`config.mk`:
```
export PLATFORM = sky130hd
export DESIGN_NAME = fb_update_sequencer
export DESIGN_NICKNAME = d
export VERILOG_FILES = /design/src/rtl/fb_update_sequencer.sv
export SDC_FILE = /design/constraint.sdc
export NUM_CORES = 1
export LEC_CHECK = 0
export ABC_AREA = 1
export BUFFER_PORTS_ARGS = -buffer_cell sky130_fd_sc_hd__buf_2
export CORE_MARGIN = 1
export CORE_UTILIZATION = 55
export CTS_CLUSTER_DIAMETER = 100
export DETAILED_ROUTE_END_ITERATION = 6
export PLACE_DENSITY = 0.75
export REMOVE_ABC_BUFFERS = 1
export SETUP_SLACK_MARGIN = 0.15
export SYNTH_ARGS = -nofsm -noshare
export SYNTH_HDL_FRONTEND = slang
export SYNTH_SLANG_ARGS = --single-unit
```
`constraint.sdc`:
```
create_clock -name clock -period 2 [get_ports clock]
set_input_delay 0.1 -clock clock [delete_from_list [all_inputs] [get_ports clock]]
set_output_delay 0.1 -clock clock [all_outputs]
set_load 0.05 [all_outputs]
```
`src/rtl/fb_update_sequencer.sv`:
```
// Framebuffer reload sequencer: debounces the zoom switch, then on a frame
// boundary it clears the framebuffer, starts the ROM-to-RAM copier and commits
// the new display mode at the following frame boundary.
module fb_update_sequencer #(
   parameter int unsigned ADDR_W      = 19,
   parameter int unsigned CLEAR_WORDS = 76800,
   parameter int unsigned DEB_CYCLES  = 250000,
   parameter int unsigned TIMEOUT     = 262144
) (
   input  logic              clock,
   input  logic              reset,
   input  logic              mode_sw,
   input  logic              vsync,
   input  logic              copy_done,
   output logic              copy_start,
   output logic              copy_mode,
   output logic [ADDR_W-1:0] clr_wraddr,
   output logic [7:0]        clr_data,
   output logic              clr_wren,
   output logic              wr_sel,
   output logic              disp_mode,
   output logic              disp_en,
   output logic              busy,
   output logic              err
);

   localparam int unsigned DEB_W = (DEB_CYCLES > 1) ? $clog2(DEB_CYCLES) : 1;
   localparam int unsigned TMO_W = (TIMEOUT > 1) ? $clog2(TIMEOUT) : 1;

   typedef enum logic [2:0] {
      S_IDLE        = 3'd0,
      S_WAIT_VS     = 3'd1,
      S_CLEAR       = 3'd2,
      S_COPY_START  = 3'd3,
      S_COPY_WAIT   = 3'd4,
      S_COMMIT_WAIT = 3'd5
   } state_t;

   state_t             state_q, state_d;
   logic               sw_meta_q, sw_sync_q;
   logic               deb_q, deb_d;
   logic [DEB_W-1:0]   deb_cnt_q, deb_cnt_d;
   logic               vsync_prev_q;
   logic               target_q, target_d;
   logic               copy_start_q, copy_start_d;
   logic               copy_mode_q, copy_mode_d;
   logic [ADDR_W-1:0]  clr_wraddr_q, clr_wraddr_d;
   logic               clr_wren_q, clr_wren_d;
   logic               wr_sel_q, wr_sel_d;
   logic               disp_mode_q, disp_mode_d;
   logic               disp_en_q, disp_en_d;
   logic               busy_q, busy_d;
   logic               err_q, err_d;
   logic [TMO_W-1:0]   tmo_q, tmo_d;

   logic vs_fall_c;
   logic clr_last_c;
   logic done_ok_c;
   logic tmo_hit_c;
   logic mode_diff_c;

   // Frame boundary, last clear word, qualified copier done, timeout expiry
   assign vs_fall_c   = vsync_prev_q & ~vsync;
   assign clr_last_c  = (clr_wraddr_q == ADDR_W'(CLEAR_WORDS - 1));
   // tmo_q is zero only in the first COPY_WAIT cycle, where a stale done is dropped
   assign done_ok_c   = copy_done & (tmo_q != '0);
   assign tmo_hit_c   = (tmo_q == TMO_W'(TIMEOUT - 1));
   assign mode_diff_c = (deb_q != disp_mode_q);

   // Debouncer: accept the synchronized switch after DEB_CYCLES stable samples
   always_comb begin
      deb_d     = deb_q;
      deb_cnt_d = '0;
      if (sw_sync_q != deb_q) begin
         if (deb_cnt_q == DEB_W'(DEB_CYCLES - 1)) begin
            deb_d = sw_sync_q;
         end else begin
            deb_cnt_d = deb_cnt_q + DEB_W'(1);
         end
      end
   end

   // State register
   always_ff @(posedge clock) begin
      if (!reset) begin
         state_q <= S_WAIT_VS;
      end else begin
         state_q <= state_d;
      end
   end

   // Next-state logic
   always_comb begin
      state_d = state_q;
      case (state_q)
         S_IDLE:        if (mode_diff_c) state_d = S_WAIT_VS;
         S_WAIT_VS:     if (vs_fall_c)   state_d = S_CLEAR;
         S_CLEAR:       if (clr_last_c)  state_d = S_COPY_START;
         S_COPY_START:  state_d = S_COPY_WAIT;
         S_COPY_WAIT: begin
            if (done_ok_c) begin
               state_d = S_COMMIT_WAIT;
            end else if (tmo_hit_c) begin
               state_d = S_IDLE;
            end
         end
         S_COMMIT_WAIT: if (vs_fall_c)   state_d = S_IDLE;
         default:       state_d = S_WAIT_VS;
      endcase
   end

   // Output and datapath next values; outputs are set on the transition edge
   always_comb begin
      target_d     = target_q;
      copy_start_d = 1'b0;
      copy_mode_d  = copy_mode_q;
      clr_wraddr_d = clr_wraddr_q;
      clr_wren_d   = clr_wren_q;
      wr_sel_d     = wr_sel_q;
      disp_mode_d  = disp_mode_q;
      disp_en_d    = disp_en_q;
      busy_d       = busy_q;
      err_d        = err_q;
      tmo_d        = tmo_q;
      case (state_q)
         S_IDLE: begin
            busy_d     = 1'b0;
            wr_sel_d   = 1'b0;
            clr_wren_d = 1'b0;
            if (mode_diff_c) begin
               target_d = deb_q;
               busy_d   = 1'b1;
            end
         end
         S_WAIT_VS: begin
            if (vs_fall_c) begin
               disp_en_d    = 1'b0;
               clr_wraddr_d = '0;
               clr_wren_d   = 1'b1;
            end
         end
         S_CLEAR: begin
            if (clr_last_c) begin
               clr_wren_d   = 1'b0;
               copy_start_d = 1'b1;
               copy_mode_d  = target_q;
               wr_sel_d     = 1'b1;
            end else begin
               clr_wraddr_d = clr_wraddr_q + ADDR_W'(1);
            end
         end
         S_COPY_START: begin
            tmo_d = '0;
         end
         S_COPY_WAIT: begin
            if (!done_ok_c) begin
               if (tmo_hit_c) begin
                  err_d    = 1'b1;
                  wr_sel_d = 1'b0;
                  busy_d   = 1'b0;
               end else begin
                  tmo_d = tmo_q + TMO_W'(1);
               end
            end
         end
         S_COMMIT_WAIT: begin
            if (vs_fall_c) begin
               disp_mode_d = target_q;
               disp_en_d   = 1'b1;
               err_d       = 1'b0;
               wr_sel_d    = 1'b0;
               busy_d      = 1'b0;
            end
         end
         default: ;
      endcase
   end

   // Datapath and output registers
   always_ff @(posedge clock) begin
      if (!reset) begin
         sw_meta_q    <= 1'b0;
         sw_sync_q    <= 1'b0;
         deb_q        <= 1'b0;
         deb_cnt_q    <= '0;
         vsync_prev_q <= 1'b1;
         target_q     <= 1'b0;
         copy_start_q <= 1'b0;
         copy_mode_q  <= 1'b0;
         clr_wraddr_q <= '0;
         clr_wren_q   <= 1'b0;
         wr_sel_q     <= 1'b0;
         disp_mode_q  <= 1'b0;
         disp_en_q    <= 1'b0;
         busy_q       <= 1'b1;
         err_q        <= 1'b0;
         tmo_q        <= '0;
      end else begin
         sw_meta_q    <= mode_sw;
         sw_sync_q    <= sw_meta_q;
         deb_q        <= deb_d;
         deb_cnt_q    <= deb_cnt_d;
         vsync_prev_q <= vsync;
         target_q     <= target_d;
         copy_start_q <= copy_start_d;
         copy_mode_q  <= copy_mode_d;
         clr_wraddr_q <= clr_wraddr_d;
         clr_wren_q   <= clr_wren_d;
         wr_sel_q     <= wr_sel_d;
         disp_mode_q  <= disp_mode_d;
         disp_en_q    <= disp_en_d;
         busy_q       <= busy_d;
         err_q        <= err_d;
         tmo_q        <= tmo_d;
      end
   end

   assign copy_start = copy_start_q;
   assign copy_mode  = copy_mode_q;
   assign clr_wraddr = clr_wraddr_q;
   assign clr_data   = 8'h00;
   assign clr_wren   = clr_wren_q;
   assign wr_sel     = wr_sel_q;
   assign disp_mode  = disp_mode_q;
   assign disp_en    = disp_en_q;
   assign busy       = busy_q;
   assign err        = err_q;

endmodule

```
== Yosys cells after proc, flatten, opt, wreduce, memory -nomap -nowiden ==
Index checks and enable logic that the tools add are counted.
Widths: inputs -> output; s select.

* Flip-flop bits (word level): 71
* Output and inout bits: 35
* Word-level logic and storage cells: 95

* Add/subtract/negate cells: 3
* Equal/unequal tests: 19
* Muxes and demuxes: 28
* Bitwise gates (word level): 5
* Reductions and logical operators: 23

{| class="wikitable"
|+ Operators with widths
! kind !! count
|-
| $mux 19 || 2
|-
| $pmux 19 s2 || 1
|-
| $add 18x1->18 const B || 2
|-
| $eq 18x18->1 const B || 2
|-
| $mux 18 || 2
|-
| $pmux 18 s2 || 1
|-
| $add 19x1->19 const B || 1
|-
| $eq 19x17->1 const B || 1
|-
| $mux 3 || 6
|-
| $pmux 3 s6 || 1
|-
| $reduce_bool 18->1 || 1
|-
| $ne 2x2->1 const B || 8
|-
| $reduce_and 3->1 || 4
|-
| $mux 1 || 10
|-
| $reduce_and 2->1 || 5
|-
| $reduce_and 5->1 || 2
|-
| $reduce_and 4->1 || 2
|-
| $reduce_bool 2->1 || 4
|-
| $eq 3x2->1 const B || 2
|-
| $eq 3x3->1 const B || 2
|-
| $pmux 1 s3 || 2
|-
| $reduce_bool 3->1 || 2
|-
| $pmux 1 s2 || 2
|-
| $pmux 1 s4 || 1
|-
| 8 further kinds || 12
|}

== Longest topological paths before layout ==
Gate-level depths: netlist of run 1.

* Depth in word-level cells: 4
* Depth in mapped cells: 12
* Depth with buffers taken out: 12

== Least setup slack after synthesis of run 1 ==
OpenSTA, ideal clock, no wires.

* Path kind: register -> register
* Start point: reg clr_wraddr_q[0], in the netlist clr_wraddr[0]
* End point: reg clr_wraddr_q[14], in the netlist clr_wraddr[14]
* Arrival: 2104 ps
* Data required time: 1933 ps
* Slack: -171 ps
* Stages on the path, launching flop included: 11
* Buffers on the path: 1
* Period minus slack after synthesis: 2171 ps
* Cells stage by stage: dfxtp_1 -> ha_1 -> nand3_1 -> nor2_2 -> nand4_2 -> inv_2 -> nor2_2 -> nand2_4 -> buf_6 -> nand2_1 -> a21oi_2

* Word-level cells in the longest chain between the ends: 3

{| class="wikitable"
|+ RTL lines
! element !! line !! RTL
|-
| start: declaration || 47 || <nowiki>logic [ADDR_W-1:0] clr_wraddr_q, clr_wraddr_d;</nowiki>
|-
| start signal: assignment || 207 || <nowiki>clr_wraddr_q <= clr_wraddr_d;</nowiki>
|-
| $add 19x1->19 or $eq 19x17->1 (tied branches) || 149, 64 ||
|-
| $mux 19 or $ne 2x2->1 (tied branches) || - ||
|-
| $pmux 19 s2 or $reduce_and 3->1 (tied branches) || - ||
|}

Parallel ways exist; a longest one is shown, timed or not. The select of a mux whose other input is x is not followed.
A chain may end at the register's enable or synchronous reset.

== Worst setup path after layout of run 1 ==
* Start point: reg deb_cnt_q[5]
* End point: reg deb_cnt_q[12]

* Word-level cells in the longest chain between the ends: 2

{| class="wikitable"
|+ RTL lines
! element !! line !! RTL
|-
| start: declaration || 42 || <nowiki>logic [DEB_W-1:0] deb_cnt_q, deb_cnt_d;</nowiki>
|-
| start signal: assignment || 202 || <nowiki>deb_cnt_q <= deb_cnt_d;</nowiki>
|-
| branches (longest 2 deep; another with $add 18x1->18) || - ||
|}

Parallel ways; which one is timed is not known.

==> results.json, run 1 <==
{
  "crit_path_top_delay_cell": "nor4_1",
  "detail-route-antenna-nets": 0,
  "intPower_mw": 2.48,
  "yosysTopAreaCell": "dfxtp_1",
  "dp_hpwl_um": 6800,
  "synth_top_area_share_pct": 35.3,
  "grt_pass1_vias": 3617,
  "endpoint": "deb_cnt_q[12]",
  "p_comb_share_pct": 37.6,
  "post-route-util_pct": 66.5,
  "cts_root_buf": "clkbuf_8",
  "hold_slack_ns": 0.0300,
  "hold_class": "in -> reg",
  "max_freq_mhz": 572,
  "synth_seq_cells": 71,
  "synthTopCellsByCount": "136 x nand2_1, 97 x nor2_1, 71 x dfxtp_1",
  "timing_worst_setup_path_type": "reg -> reg",
  "fin_crit_sh_pct": 87.4,
  "grt_pass1_wl_um": 15700,
  "io_buffers": 31,
  "worst_path_largest_cell_delay_ns": 0.55,
  "nets": 656,
  "cp_num_cells": 8,
  "antenna_found_initial": 0,
  "wl_per_cell_um": 12.5,
  "yosys_most_used_dff": "dfxtp_1",
  "die_h_um": 87.6,
  "hold_viol": 0,
  "timing.rr.start": "deb_cnt_q[5]",
  "initial_core_util_pct": 58.0,
  "rsz0062_at_grt": "false",
  "r2r-end": "deb_cnt_q[12]",
  "ios": 40,
  "synth_edf_count": 0,
  "gp_congestion": 0.945,
  "drc": 0,
  "synthCells": 596,
  "cts_tree": "yes",
  "cpMostUsedCell": "inv_1",
  "area_growth_pct": 14.6,
  "crit_buf_inv": 2,
  "pre_cts_slack_ns": 0.113,
  "yosys_warnings": 0,
  "finalWorstSetupSlack_ns": 0.253,
  "worstSkewPairLatency_ns": 0.35,
  "ir_drop_uv": 633,
  "multi_input_area_mm2": 0.00232,
  "cp-start-kind": "flop",
  "clock_path_buffers": 2,
  "r2r_cells": 8,
  "p_sw_mw": 1.77,
  "arrival_ns": 1.98,
  "swShare_pct": 41.7,
  "drt-initial-drc-count": 158,
  "vias": 3885,
  "drt_wl_total_um": 9310,
  "p_per_area_mw_per_mm2": 921,
  "drive_gt1_share_pct": 20.7,
  "num_rows": 30,
  "period_minus_slack_ns": 1.75,
  "diodes": 0,
  "power_frac_seq_pct": 38.1,
  "fp.dieW_um": 87.6,
  "clock_sinks": 71,
  "yosysSeqAreaShare_pct": 35.3,
  "fill_cells": 665,
  "syn_area_per_cell_um2": 6.76,
  "reg2reg_slack_ns": 0.25,
  "viasPerCell": 5.20,
  "p_leak_nw": 1.84,
  "core_area_mm2": 0.00694,
  "worstPathMaxFanout": 6,
  "worst_ep_required_time_ns": 2.23,
  "synth_area_leaders": "dfxtp_1 35%, nand2_1 13%, nor2_1 9.0%",
  "seqCellArea_mm2": 0.00144,
  "htree_num_levels": 3,
  "power.share.clock_pct": 24.4,
  "path_clk_slew_ns": 0.08,
  "crit_family": "simple AND/OR/NAND/NOR gates",
  "synth.distinct_cells": 43,
  "cp-end-kind": "flop",
  "status": "finished clean",
  "grt_overflow": 0,
  "grtUsageTotal_pct": 26.2,
  "synthArstFlopShare_pct": 0,
  "worst_pin_slew_ns": 0.705,
  "cp_cell_sequence": "inv_1 > nand4_1 > nor4_1 > nand2_2 > nand2_4 > inv_1 > o21ai_0 > a21oi_1",
  "skew_ns": 0.00688,
  "post-synth-top-count-cell": "nand2_1",
  "grt_max_degree": 27,
  "final_max_slew_viol_count": 0,
  "syn_area_mm2": 0.00403,
  "crit_start": "deb_cnt_q[5]",
  "first_pass_iters": 4,
  "setup_viol": 0,
  "die_area_mm2": 0.00767,
  "slew_headroom_pct": 52.6,
  "cts_buffers": 9,
  "drv_cap": 0
}
## sequential cells by signal, summed over array words and instances (netlist names), 3 cells and up
register / cells
deb_cnt_q: 18
tmo_q: 18
clr_wraddr: 19
state_q: 3
## repair_timing
item,CTS,global route
endpoints found under the setup margin,18,47
hold buffers,3,0
pin swaps,0,2
gates resized for setup,3,25
buffers inserted,0,1
hold endpoints to repair,2,0
## cell families (layout without fill, tap and decap cells)
logic type	count (synthesis)	after routing	share of synthesized area, %
buffers and inverters	80	128	9.34
XOR/XNOR	26	26	5.65
other	1	8	0.0930
flip-flops	71	71	35.3
AO/OA/AOI/OAI	71	71	9.75
AND/OR/NAND/NOR	343	343	38.7
adder cells (fa/ha/maj)	4	4	1.24
## worst register-to-register path, stage by stage (launching register included)
cell and delay, ns:
dfxtp_1 0.31, inv_1 0.12, nand4_1 0.09, nor4_1 0.55
nand2_2 0.16, nand2_4 0.15, inv_1 0.09, o21ai_0 0.10
a21oi_1 0.07
## final cells by class
type                            instances  share of cell area (%)
Multi-Input combinational cell        452                    50.2
Clock inverter                          3                   0.407
Tap cell                               96                    2.60
Timing Repair Buffer                   55                    7.43
Sequential cell                        71                    31.1
Clock buffer                           12                    3.36
Inverter                               58                    4.88
## power groups by stage
| stage | clock network (mW) | logic (mW) | registers (mW) |
|---|---|---|---|
| after floorplan | 0 | 0.990 | 1.80 |
| after global placement | 0 | 1.51 | 1.64 |
| after detailed placement | 0 | 1.52 | 1.64 |
| after CTS | 1.07 | 1.54 | 1.61 |
| after global routing | 1.13 | 1.75 | 1.63 |
| final | 1.04 | 1.60 | 1.62 |
## through the flow
stage | TNS, ns | total power, mW | area [um^2] | instances
2_1_floorplan | -2.31 | 2.79 | 3900 | 581
3_3_place_gp | 0 | 3.15 | 4330 | 728
3_5_place_dp | 0 | 3.17 | 4330 | 728
4_1_cts | 0 | 4.22 | 4540 | 746
5_1_grt | 0 | 4.52 | 4620 | 747
6_report | 0 | 4.25 | 4620 | 747
## metal layers
metal	vias up	wire length (um)	share of wire, %	track usage (%)
li1	2005	-	-	-
met4	0	165	1.8	8.20
met5	-	0	0	0
met3	15	338	3.6	6.41
met1	1787	4320	46	31.7
met2	78	4490	48	45.7
## worst min-delay path by stage
stage	start	endpoint	slack (ns)	cells past startpoint
floorplan	reset	vsync_prev_q	0.17	1
global placement	mode_sw	sw_meta_q	0.29	3
detailed placement	mode_sw	sw_meta_q	0.29	3
CTS	reset	sw_meta_q	0.02	3
global route	reset	sw_meta_q	0.03	3
finish	reset	sw_meta_q	0.03	3
## placed cells by master (no fill, tap or decap), types with 3 or more instances in the layout
| cell type | n |
|---|---|
| a21oi_1 | 45 |
| a21oi_2 | 6 |
| buf_2 | 31 |
| buf_4 | 21 |
| clkbuf_8 | 11 |
| conb_1 | 8 |
| dfxtp_1 | 61 |
| dfxtp_2 | 9 |
| dlygate4sd3_1 | 3 |
| inv_1 | 45 |
| inv_2 | 11 |
| nand2_1 | 134 |
| nand2_2 | 5 |
| nand3_1 | 45 |
| nand4_1 | 14 |
| nor2_1 | 93 |
| nor2_2 | 8 |
| nor2_4 | 4 |
| nor3_1 | 16 |
| o21ai_0 | 15 |
| or2_2 | 8 |
| xnor2_1 | 12 |
| xor2_1 | 14 |
No activity file was read; power rests on OpenSTA's default activity.
==> run 2, diff against run 1 <==
--- a/config.mk
+++ b/config.mk
@@ -5,13 +5,12 @@
 export SDC_FILE = /design/constraint.sdc
 export NUM_CORES = 1
 export LEC_CHECK = 0
-export ABC_AREA = 1
 export BUFFER_PORTS_ARGS = -buffer_cell sky130_fd_sc_hd__buf_2
 export CORE_MARGIN = 1
-export CORE_UTILIZATION = 55
+export CORE_UTILIZATION = 58
 export CTS_CLUSTER_DIAMETER = 100
 export DETAILED_ROUTE_END_ITERATION = 6
-export PLACE_DENSITY = 0.75
+export PLACE_DENSITY = 0.79
 export REMOVE_ABC_BUFFERS = 1
 export SETUP_SLACK_MARGIN = 0.15
 export SYNTH_ARGS = -nofsm -noshare
==> run 2 against run 1 <==
Hold slack gained 0.048 ns. Via count decreased by 14%. Global-route usage up 0.18 points. Critical path type unchanged.
==> results.json, run 2 <==
{
  "status": "finished clean",
  "layout_common_cells": "65 x dfxtp_1, 48 x nor2_1, 39 x nand2_1, 32 x buf_4, 31 x buf_2",
  "drt-initial-drc-count": 217,
  "initial_core_util_pct": 60.5,
  "drv_cap": 0,
  "hold_depth": 2,
  "max_freq_mhz": 521,
  "reg2reg_slack_ns": 0.08,
  "synthArstFlopShare_pct": 0,
  "yosysSeqAreaShare_pct": 39.7,
  "synthTopCellsByCount": "71 x dfxtp_1, 50 x nor2_1, 39 x nand2_1",
  "period_minus_slack_ns": 1.92,
  "antenna_found_initial": 0,
  "layout_commonest_cell": "dfxtp_1",
  "setup_viol": 0,
  "grt_max_degree": 19,
  "p_sw_mw": 1.05,
  "grt_pass1_vias": 2966,
  "rsz0062_at_grt": "true",
  "core_area_mm2": 0.00592,
  "viasPerCell": 5.87,
  "p_leak_nw": 1.72,
  "die_area_mm2": 0.00649,
  "r2r-end": "tmo_q[10]",
  "clock_path_buffers": 2,
  "r2r_cells": 6,
  "power_frac_seq_pct": 45.3,
  "die_h_um": 80.6,
  "intPower_mw": 2.26,
  "diodes": 0,
  "finalWorstSetupSlack_ns": 0.0791,
  "worstSkewPairLatency_ns": 0.35,
  "synth_seq_cells": 71,
  "cp-start-kind": "flop",
  "grtUsageTotal_pct": 26.3,
  "hold_viol": 0,
  "synth_edf_count": 0,
  "syn_area_mm2": 0.00358,
  "swShare_pct": 31.7,
  "ios": 40,
  "synth_area_leaders": "dfxtp_1 40%, nor2_1 5.2%, nand2_1 4.1%",
  "dp_hpwl_um": 5550,
  "yosysTopAreaCell": "dfxtp_1",
  "nets": 498,
  "vias": 3333,
  "skew_ns": 0.00687,
  "synthCells": 423,
  "seqCellArea_mm2": 0.00143,
  "timing_worst_setup_path_type": "reg -> reg",
  "multi_input_area_mm2": 0.00222,
  "drt_wl_total_um": 9110,
  "first_pass_iters": 5,
  "dp_cells": 540,
  "power.share.clock_pct": 31.3,
  "timing.rr.start": "tmo_q[3]",
  "wl_per_cell_um": 16.0,
  "grt_overflow": 0,
  "post-route-util_pct": 76.6,
  "fp.dieW_um": 80.6,
  "arrival_ns": 2.20,
  "largest_reg_flops": 19,
  "gp_congestion": 0.863,
  "path_clk_slew_ns": 0.08,
  "yosys_most_used_dff": "dfxtp_1",
  "ir_drop_uv": 480,
  "num_rows": 28,
  "post-synth-top-count-cell": "dfxtp_1",
  "whs_endpoint": "vsync_prev_q",
  "cts_root_buf": "clkbuf_8",
  "hold_class": "in -> reg",
  "min-delay-start": "reset",
  "p_per_area_mw_per_mm2": 730,
  "syn_area_per_cell_um2": 8.46,
  "htree_num_levels": 3,
  "clock_sinks": 71,
  "fill_cells": 404,
  "finalNonFillerCells": 568,
  "cts_buffers": 9,
  "area_growth_pct": 26.7,
  "final_max_slew_viol_count": 0,
  "fin_crit_sh_pct": 96.0,
  "synth.distinct_cells": 53,
  "drive_gt1_share_pct": 28.0,
  "p_comb_share_pct": 23.4,
  "drc": 0,
  "cts_tree": "yes",
  "detail-route-antenna-nets": 0,
  "pre_cts_slack_ns": 0.0208,
  "synth_top_area_share_pct": 39.7,
  "worstPathMaxFanout": 6,
  "io_buffers": 31,
  "grt_pass1_wl_um": 13200,
  "worst_ep_required_time_ns": 2.28,
  "cp-end-kind": "flop",
  "yosys_warnings": 0
}
## run 2: power by group through the flow
stage | clock network, mW | logic, mW | registers (mW)
after floorplan | 0 | 0.309 | 1.64
final | 1.04 | 0.773 | 1.50
after global placement | 0 | 0.617 | 1.53
after global routing | 1.12 | 0.823 | 1.51
after CTS | 1.05 | 0.662 | 1.50
after detailed placement | 0 | 0.622 | 1.53
## run 2: repair_timing
action | in CTS | in global routing
endpoints found under the setup margin | 20 | 58
gates cloned | 2 | 1
pin swaps | 5 | 19
gates resized for setup | 18 | 42
buffers inserted | 1 | 7
endpoints found under the hold margin | 2 | 0
hold buffers | 2 | 0
## run 2: through the flow
| stage | cell area [um^2] | power [mW] | TNS [ns] | hold slack [ns] |
|---|---|---|---|---|
| 2_1_floorplan | 3450 | 1.95 | -1.95 | 0.173 |
| 3_3_place_gp | 3930 | 2.15 | 0 | 0.315 |
| 3_5_place_dp | 3930 | 2.15 | 0 | 0.325 |
| 4_1_cts | 4280 | 3.21 | 0 | 0.0615 |
| 5_1_grt | 4540 | 3.45 | 0 | 0.0729 |
| 6_report | 4540 | 3.31 | 0 | 0.0782 |
## run 2: worst max path at each step
stage / start / to / slack, ns
after global routing: tmo_q[1] / tmo_q[10] / 0.04
final: tmo_q[3] / tmo_q[10] / 0.08
after floorplan: clr_wraddr[0] / clr_wraddr[15] / -0.16
after detailed placement: tmo_q[0] / tmo_q[3] / 0.02
after CTS: state_q[0] / tmo_q[10] / 0.13
after global placement: tmo_q[0] / tmo_q[10] / 0.09
## run 2: kinds of logic after synthesis
logic type | after synthesis | synth area share, %
xor+xnor | 28 | 6.85
simple gates | 204 | 31.3
other cells | 1 | 0.105
fa+ha+maj | 4 | 1.40
compound gates | 61 | 11.3
mux | 12 | 3.39
buf+inv | 42 | 6.01
flops | 71 | 39.7
## run 2: final cells by class
| type | count | area share, % |
|---|---|---|
| Inverter | 17 | 1.46 |
| Timing Repair Buffer | 72 | 12.1 |
| Sequential cell | 71 | 31.6 |
| Tap cell | 75 | 2.07 |
| Clock inverter | 5 | 0.772 |
| Clock buffer | 10 | 3.03 |
| Multi-Input combinational cell | 318 | 49.0 |
## run 2: worst max-delay path, cell delays in order (launching register included)
cell and delay (ns):
dfxtp_1 0.39, nor4_2 0.34, and3_4 0.27, a21oi_4 0.08, buf_12 0.14, or4_4 0.48, a21oi_2 0.15
## run 2: layer usage
layer	vias up	track usage [%]	routed length [um]
met5	-	0	0
met4	0	9.64	157
met3	18	6.82	511
met2	129	43.4	4430
met1	1569	32.8	4010
li1	1617	-	-
==> run 3, diff against run 2 <==
--- a/config.mk
+++ b/config.mk
@@ -7,12 +7,14 @@
 export LEC_CHECK = 0
 export BUFFER_PORTS_ARGS = -buffer_cell sky130_fd_sc_hd__buf_2
 export CORE_MARGIN = 1
-export CORE_UTILIZATION = 58
+export CORE_UTILIZATION = 61
+export CTS_BUF_LIST = sky130_fd_sc_hd__clkbuf_2
 export CTS_CLUSTER_DIAMETER = 100
 export DETAILED_ROUTE_END_ITERATION = 6
-export PLACE_DENSITY = 0.79
+export PLACE_DENSITY = 0.83
 export REMOVE_ABC_BUFFERS = 1
 export SETUP_SLACK_MARGIN = 0.15
+export SKIP_LAST_GASP = 1
 export SYNTH_ARGS = -nofsm -noshare
 export SYNTH_HDL_FRONTEND = slang
 export SYNTH_SLANG_ARGS = --single-unit
==> run 3 against run 2 <==
Routed wire length is 1.1% lower. Clock skew is 0.017 ns higher. Hold slack better by 0.075 ns. Critical path depth is 2 higher. Global-route usage is 1.5 points higher. Final cell count is 0.35% lower. Clock power is 41% lower. Highest routed layer unchanged. Utilization is 2.8 points higher. Worst setup slack worse by 0.031 ns. Sequential power hardly changed. Combinational power is 12% lower. Die area is 4.8% lower.
==> results.json, run 3 (synthesis results as in run 2) <==
{
  "status": "finished clean",
  "nets": 501,
  "first_pass_iters": 5,
  "fin_setup_tns_ns": 0,
  "worst_ep_required_time_ns": 2.46,
  "p_per_area_mw_per_mm2": 638,
  "post-route-util_pct": 79.4,
  "crit_buf_inv": 2,
  "hold_viol": 0,
  "io_buffers": 31,
  "viasPerCell": 5.99,
  "grt_pass1_vias": 3062,
  "die_h_um": 78.6,
  "fp.dieW_um": 78.6,
  "drive_gt1_share_pct": 29.8,
  "num_rows": 27,
  "area_growth_pct": 23.7,
  "grt_max_degree": 18,
  "drt_wl_total_um": 9010,
  "worstPathMaxFanout": 6,
  "drc": 0,
  "worstSkewPairLatency_ns": 0.52,
  "final_max_slew_viol_count": 0,
  "r2r-end": "tmo_q[17]",
  "placed_area_mm2": 0.00389,
  "ios": 40,
  "fill_cells": 350,
  "p_leak_nw": 1.66,
  "cp-start-kind": "flop",
  "cp_num_cells": 8,
  "core_area_mm2": 0.00557,
  "seqCellArea_mm2": 0.00146,
  "hold_class": "in -> reg",
  "cts_buffers": 9,
  "drv_cap": 0,
  "diodes": 0,
  "timing.rr.start": "tmo_q[1]",
  "hold_slack_ns": 0.153,
  "rsz0062_at_grt": "true",
  "clock_path_buffers": 2,
  "whs_endpoint": "state_q[2]",
  "r2r_cells": 8,
  "finalWorstSetupSlack_ns": 0.0482,
  "wl_per_cell_um": 15.9,
  "reg2reg_slack_ns": 0.05,
  "period_minus_slack_ns": 1.95,
  "largest_reg_flops": 19,
  "cts_tree": "yes",
  "crit_family": "simple AND/OR/NAND/NOR gates",
  "final_cell_area_mm2": 0.00443,
  "worst_path_largest_cell_delay_ns": 0.51,
  "cts_root_buf": "clkbuf_2",
  "skew_ns": 0.0243,
  "arrival_ns": 2.41,
  "antenna_found_initial": 0,
  "min-delay-start": "copy_done",
  "layout_common_cells": "53 x dfxtp_1, 49 x nor2_1, 39 x nand2_1, 33 x buf_2, 33 x buf_4",
  "clock_sinks": 71,
  "layout_commonest_cell": "dfxtp_1",
  "detail-route-antenna-nets": 0,
  "die_area_mm2": 0.00618,
  "hold_depth": 5,
  "initial_core_util_pct": 64.2,
  "dp_cells": 534,
  "power_mw": 2.83,
  "pre_cts_slack_ns": -0.00481,
  "drt-initial-drc-count": 258,
  "max_freq_mhz": 512,
  "timing_worst_setup_path_type": "reg -> reg",
  "vias": 3389,
  "htree_num_levels": 3,
  "cp_cell_sequence": "inv_2 > ha_4 > nor4b_4 > and3_4 > a21oi_4 > buf_6 > or4_4 > a21oi_2",
  "dp_hpwl_um": 5520,
  "finalNonFillerCells": 566,
  "ir_drop_uv": 397,
  "gp_congestion": 0.826,
  "cp-end-kind": "flop",
  "grt_pass1_wl_um": 13700,
  "path_clk_slew_ns": 0.18,
  "grtUsageTotal_pct": 27.9,
  "fin_crit_sh_pct": 97.6,
  "multi_input_area_mm2": 0.00224,
  "grt_overflow": 0,
  "setup_viol": 0,
  "crit_path_top_delay_cell": "or4_4"
}
[run 3: per-layer routing]
layer	track usage [%]	vias to the layer above	wire, um
met5	0	-	0
met4	9.44	0	249
met3	7.33	24	509
met2	48.5	133	4530
met1	32.9	1607	3720
li1	-	1625	-
[run 3: area by class of cell]
cell class / count / share of cell area [%]
Clock buffer: 10 / 1.13
Timing Repair Buffer: 75 / 11.5
Multi-Input combinational cell: 318 / 50.6
Clock inverter: 3 / 0.311
Tap cell: 72 / 2.03
Sequential cell: 71 / 32.9
Inverter: 17 / 1.50
[run 3: worst reg2reg max path: stages (launching register included)]
cell and delay [ns]:
dfxtp_4 0.40, inv_2 0.07, ha_4 0.12, nor4b_4 0.21
and3_4 0.26, a21oi_4 0.07, buf_6 0.13, or4_4 0.51
a21oi_2 0.14
[run 3: repair_timing]
action,in CTS,in global routing
buffers inserted,3,8
endpoints found under the setup margin,31,52
hold endpoints to repair,8,0
resized for setup,17,66
gates cloned,3,0
hold buffers,5,0
pin swaps,4,23
[run 3: report_power, final]
| group | switching, mW | internal [mW] |
|---|---|---|
| sequential | 0.0590 | 1.47 |
| combinational | 0.416 | 0.263 |
| clock | 0.477 | 0.141 |
| total | 0.952 | 1.87 |
[run 3: how the worst max path moves through the flow]
stage | from | end | slack [ns]
2_1_floorplan | clr_wraddr[0] | clr_wraddr[15] | -0.16
3_3_place_gp | tmo_q[1] | state_q[0] | 0.05
3_5_place_dp | tmo_q[0] | state_q[0] | -0.005
4_1_cts | clr_wraddr[0] | state_q[0] | 0.09
5_1_grt | tmo_q[1] | tmo_q[17] | -0.001
6_report | tmo_q[1] | tmo_q[17] | 0.05
